<file path="src/rtl/ft232h_mux_framer.sv">
// ft232h_mux_framer: round-robin AXIS-to-byte framer in the ftdi_clk domain.
// Each granted word becomes one frame: {4'hA, ch}, then the payload bytes MSB first.
// Optional feature macro: FT232H_FRAMER_CHECKSUM_EN appends an XOR checksum byte.
`timescale 1ns/1ps
module ft232h_mux_framer #(
  parameter int unsigned NUM_CHANNELS = 4,
  parameter int unsigned DATA_WIDTH   = 16
) (
  input  logic                               clk,
  input  logic                               rst,
  input  logic [NUM_CHANNELS*DATA_WIDTH-1:0] s_tdata,
  input  logic [NUM_CHANNELS-1:0]            s_tvalid,
  output logic [NUM_CHANNELS-1:0]            s_tready,
  output logic [7:0]                         m_tdata,
  output logic                               m_tvalid,
  input  logic                               m_tready,
  output logic                               m_tlast
);

  localparam int unsigned BYTES = DATA_WIDTH / 8;
  localparam int unsigned IDX_W = (BYTES > 1) ? $clog2(BYTES) : 1;
  localparam logic [IDX_W-1:0] LAST_IDX = IDX_W'(BYTES - 1);

  // Reject unsupported configurations at elaboration
  if (NUM_CHANNELS < 1 || NUM_CHANNELS > 16) begin : g_bad_channels
    $error("ft232h_mux_framer: NUM_CHANNELS must be 1..16");
  end
  if (DATA_WIDTH < 8 || (DATA_WIDTH % 8) != 0) begin : g_bad_width
    $error("ft232h_mux_framer: DATA_WIDTH must be a multiple of 8 and >= 8");
  end

`ifdef FT232H_FRAMER_CHECKSUM_EN
  typedef enum logic [1:0] {ST_IDLE, ST_HEADER, ST_PAYLOAD, ST_CHECKSUM} state_t;
`else
  typedef enum logic [1:0] {ST_IDLE, ST_HEADER, ST_PAYLOAD} state_t;
`endif

  state_t                  state_q, state_d;
  logic [3:0]              rr_ptr_q, rr_ptr_d;
  logic [3:0]              ch_q, ch_d;
  logic [IDX_W-1:0]        idx_q, idx_d;
  logic [DATA_WIDTH-1:0]   word_q, word_d;
  logic                    armed_q;
  logic [3:0]              grant;
  logic                    grant_found;
  int unsigned             cand;
  logic [NUM_CHANNELS-1:0] tv_shift;
  logic [DATA_WIDTH-1:0]   shifted;
`ifdef FT232H_FRAMER_CHECKSUM_EN
  logic [7:0]              csum;
`endif

  // State and datapath registers; armed_q keeps s_tready low for the first cycle after reset
  always_ff @(posedge clk) begin
    if (rst) begin
      state_q  <= ST_IDLE;
      rr_ptr_q <= '0;
      ch_q     <= '0;
      idx_q    <= '0;
      word_q   <= '0;
      armed_q  <= 1'b0;
    end else begin
      state_q  <= state_d;
      rr_ptr_q <= rr_ptr_d;
      ch_q     <= ch_d;
      idx_q    <= idx_d;
      word_q   <= word_d;
      armed_q  <= 1'b1;
    end
  end

  // Arbitration, next-state logic and output decode
  always_comb begin
    state_d     = state_q;
    rr_ptr_d    = rr_ptr_q;
    ch_d        = ch_q;
    idx_d       = idx_q;
    word_d      = word_q;
    s_tready    = '0;
    m_tvalid    = 1'b0;
    m_tdata     = 8'h00;
    m_tlast     = 1'b0;
    grant       = '0;
    grant_found = 1'b0;
    cand        = 0;
    tv_shift    = '0;
    shifted     = word_q << {idx_q, 3'b000};
`ifdef FT232H_FRAMER_CHECKSUM_EN
    csum = {4'hA, ch_q};
    for (int unsigned b = 0; b < BYTES; b++) begin
      csum = csum ^ word_q[b*8 +: 8];
    end
`endif

    // First valid channel searching upward from rr_ptr with wrap
    for (int unsigned k = 0; k < NUM_CHANNELS; k++) begin
      cand     = (32'(rr_ptr_q) + k) % NUM_CHANNELS;
      tv_shift = s_tvalid >> cand;
      if (!grant_found && tv_shift[0]) begin
        grant_found = 1'b1;
        grant       = 4'(cand);
      end
    end

    case (state_q)
      ST_IDLE: begin
        if (armed_q && grant_found) begin
          s_tready = NUM_CHANNELS'(1) << grant;
          word_d   = DATA_WIDTH'(s_tdata >> (32'(grant) * DATA_WIDTH));
          ch_d     = grant;
          rr_ptr_d = 4'((32'(grant) + 32'd1) % NUM_CHANNELS);
          state_d  = ST_HEADER;
        end
      end
      ST_HEADER: begin
        m_tvalid = 1'b1;
        m_tdata  = {4'hA, ch_q};
        if (m_tready) begin
          idx_d   = '0;
          state_d = ST_PAYLOAD;
        end
      end
      ST_PAYLOAD: begin
        m_tvalid = 1'b1;
        m_tdata  = shifted[DATA_WIDTH-1 -: 8];
`ifdef FT232H_FRAMER_CHECKSUM_EN
        m_tlast  = 1'b0;
`else
        m_tlast  = (idx_q == LAST_IDX);
`endif
        if (m_tready) begin
          if (idx_q == LAST_IDX) begin
`ifdef FT232H_FRAMER_CHECKSUM_EN
            state_d = ST_CHECKSUM;
`else
            state_d = ST_IDLE;
`endif
          end else begin
            idx_d = idx_q + IDX_W'(1);
          end
        end
      end
`ifdef FT232H_FRAMER_CHECKSUM_EN
      ST_CHECKSUM: begin
        m_tvalid = 1'b1;
        m_tdata  = csum;
        m_tlast  = 1'b1;
        if (m_tready) begin
          state_d = ST_IDLE;
        end
      end
`endif
      default: begin
        state_d = ST_IDLE;
      end
    endcase
  end

endmodule
</file>
<file path="config.mk">
export PLATFORM = sky130hd
export DESIGN_NAME = ft232h_mux_framer
export DESIGN_NICKNAME = d
export VERILOG_FILES = /design/src/rtl/ft232h_mux_framer.sv
export SDC_FILE = /design/constraint.sdc
export NUM_CORES = 1
export LEC_CHECK = 0
export ABC_AREA = 1
export CORE_MARGIN = 1.5
export CORE_UTILIZATION = 30
export DETAILED_ROUTE_END_ITERATION = 7
export PLACE_DENSITY_LB_ADDON = 0.12
export SLEW_MARGIN = 20
export SYNTH_ARGS = -nofsm -noshare
export SYNTH_HDL_FRONTEND = slang
export SYNTH_SLANG_ARGS = --single-unit
</file>
<file path="constraint.sdc">
create_clock -name clk -period 2.6 [get_ports clk]
set_clock_uncertainty 0.05 [all_clocks]
set_input_delay 0.52 -clock clk [delete_from_list [all_inputs] [get_ports clk]]
set_output_delay 0.52 -clock clk [all_outputs]
set_load 0.01 [all_outputs]
</file>
==> results.yml <==
synthesis:
  synth_cell_types: 26
  synth-seq-cells: 24
  ys_warn_count: 0
  netlist_area_mm2: 0.00234
  synth_nets: 488
  ys_seq_area_share_pct: 20.5
  synth.avg_cell_area_um2: 5.66
  synthCells: 413
placed_design:
  place_congestion: 0.827
  io_buffers: 84
  dpl_worst_slack_ns: -0.701
  dpl-instance-area_mm2: 0.00337
  hpwl_um: 5500
detailed_routing:
  drt-total-wl_um: 7640
  first_pass_iters: 4
  vias: 2868
  drtIter0Drc: 102
  drc: 0
  vias_per_cell: 4.60
  wl_per_cell_um: 12.3
  drtAntennaViolNets: 0
cells_and_area:
  nFillCells: 818
  multiInputGateArea_mm2: 0.00143
  drive_gt1_share_pct: 19.4
  diodes: 0
  nNetsFinal: 597
  area.growth.synth_to_final_pct: 59.0
  fin_area_mm2: 0.00372
  regArea_um2: 484
status:
  status: "complete, no violations"
pwr:
  peakVddDrop_mv: 0.466
  powerDensity_mw_per_mm2: 1080
  p_leak_nw: 2.05
  power_mw: 4.03
die:
  core_mm2: 0.00765
  initial_utilization_pct: 30.6
  die_x_um: 91.3
  io_pins: 85
  die_area_mm2: 0.00833
  rows: 32
  die_y_um: 91.3
timing:
  setup_viol_count_final: 0
  slew_headroom_pct: 70.4
  worst_slack_ns: 0.0410
  hold_viol: 0
  worst_slew_pin_slew_ns: 0.443
  fin_tns_setup_ns: 0
  rsz0062_at_grt: "yes"
  timing.hold.ws_ns: 0.447
  finalMaxSlewViolations: 0
  period_share_pct: 98.4
  max_freq_mhz: 391
  layout_min_cycle_time_ns: 2.56
grt:
  track_usage_pct: 17.7
  grt_remaining_overflow: 0
  first_global_vias: 2663
  grt_pass1_wl_um: 12100
  antenna_found_initial: 0
  grt_max_degree: 33
clock_network:
  cts_buffers: 3
  clk_path_buf_depth: 2
  cts_htree_levels: 1
  cts.sinks: 24
  cts_tree: "done"
  clkTransAtPathRegs_ns: 0.09
  root_buffer: "clkbuf_8"
  clk_latency_ns: 0.27
hold_path:
  min_path_cells: 2
  min_path_type: "reg -> reg"
worst_setup_path:
  cp.required_ns: 2.03
  worst-path-max-fanout: 4
  critPathTopFamily: "simple AND/OR/NAND/NOR gates"
  start_kind: "input pin"
  cp-end-kind: "output pin"
  cp_num_buf_inv: 4
  cp.depth: 11
  cp_cell_sequence: "dlygate4sd2_1 > inv_1 > nand2_2 > nand3_2 > nand2_2 > nor2_4 > nand3_4 > nand3_4 > buf_6 > nor3b_4 > buf_2"
  path_class: "in -> out"
  cp_slowest_cell: "dlygate4sd2_1"
  cp.arrival_ns: 1.99
  max_stage_delay_ns: 0.25
  reg2regPathDepth: 17
flow_run:
  cap_viol_max_count: 0
cells by family after synthesis:
logic type	count (synthesis)	synth area share [%]
DFF	24	20.5
buffers and inverters	137	25.2
AOI/OAI and AO/OA	38	9.63
adders and majority gates	4	2.14
and+or+nand+nor	210	42.5
worst reg2reg max path, delay by kind of cell (launching register included):
family	cells	cell delay, ns
AND/OR/NAND/NOR	11	1.03
buffers and inverters	6	0.78
flip-flops	1	0.34
what timing repair did:
action | in CTS | in global routing
pin swaps | 13 | 15
resized for setup | 58 | 30
gates cloned | 0 | 0
hold buffers | 0 | 0
buffers inserted | 10 | 5
endpoints found under the setup margin | 10 | 7
worst paths after layout:
kind,from,to,slack (ns)
setup / recovery,s_tvalid[1],s_tready[0],0.04
hold / removal,state_q[0]$_SDFFE_PP0P_,state_q[0]$_SDFFE_PP0P_,0.45
setup reg to reg,rr_ptr_q[0]$_SDFFE_PP0P_,word_q[13]$_SDFFE_PP0P_,0.30
hold reg to reg,state_q[0]$_SDFFE_PP0P_,state_q[0]$_SDFFE_PP0P_,0.45
cell usage after synthesis:
master	instances	area, um2
buf_4	3	22.5
o211ai_1	2	15.0
nor2_4	1	11.3
o21ai_0	7	35.0
dfxtp_1	24	480
nand4_1	33	206
o22ai_1	1	6.26
ha_1	4	50.1
o21a_1	9	67.6
buf_6	6	67.6
nand3_1	53	265
nand3_2	2	20.0
inv_2	2	7.51
buf_2	11	55.1
clkbuf_1	2	7.51
o21ai_1	1	5.00
nand3_4	2	35.0
nand2_2	2	12.5
a211oi_1	1	7.51
o221ai_1	1	8.76
a21oi_1	16	80.1
inv_6	1	8.76
nor2_1	6	22.5
nor3b_1	1	7.51
inv_1	112	420
nand2_1	110	413
layout by cell type (no fill, tap or decap), types with 2 or more instances in the layout:
master / count
inv_1: 105
dlygate4sd2_1: 9
o211ai_1: 2
nand2_4: 7
nand2_2: 16
buf_2: 3
clkdlybuf4s50_1: 68
o21ai_0: 6
dfxtp_1: 21
dlymetal6s2s_1: 3
clkbuf_8: 3
nand3_4: 4
buf_6: 3
nor2_1: 3
inv_2: 9
nand2_1: 89
nand3_1: 49
dfxtp_2: 3
o21a_1: 9
ha_1: 3
a21oi_1: 16
nand4_1: 33
buf_4: 39
nand3_2: 4
nor2_4: 4
per-stage QoR:
stage / instances / util, %
after floorplan: 413 / -
after global placement: 604 / 44.1
after detailed placement: 604 / 44.1
after CTS: 618 / 47.0
after global routing: 623 / 48.6
final: 623 / 48.6
state kept, by name, indices dropped and copies added (netlist names):
name      cells
state_q       2
armed_q       1
rr_ptr_q      2
ch_q          2
idx_q         1
word_q       16
cell type report:
type	count	area share [%]
Multi-Input combinational cell	252	38.5
Timing Repair Buffer	126	31.2
Sequential cell	24	13.0
Inverter	115	11.9
Tap cell	102	3.43
Clock buffer	3	1.11
Clock inverter	1	0.808
metal layers:
layer  track usage [%]  share of wire [%]  wire (um)  up-vias
met4              5.08                1.7        131        0
met5                 0                  0          0        -
li1                  -                  -          -     1492
met2              30.2                 48       3640       84
met3              2.18                5.0        382       14
met1              23.1                 46       3480     1278
report_power, final:
part / switching, mW / internal, mW / total, mW
clock network: 0.126 / 0.206 / 0.332
logic: 1.77 / 1.31 / 3.08
registers: 0.0845 / 0.535 / 0.619
Note: power is estimated with default switching activity, not from simulation.
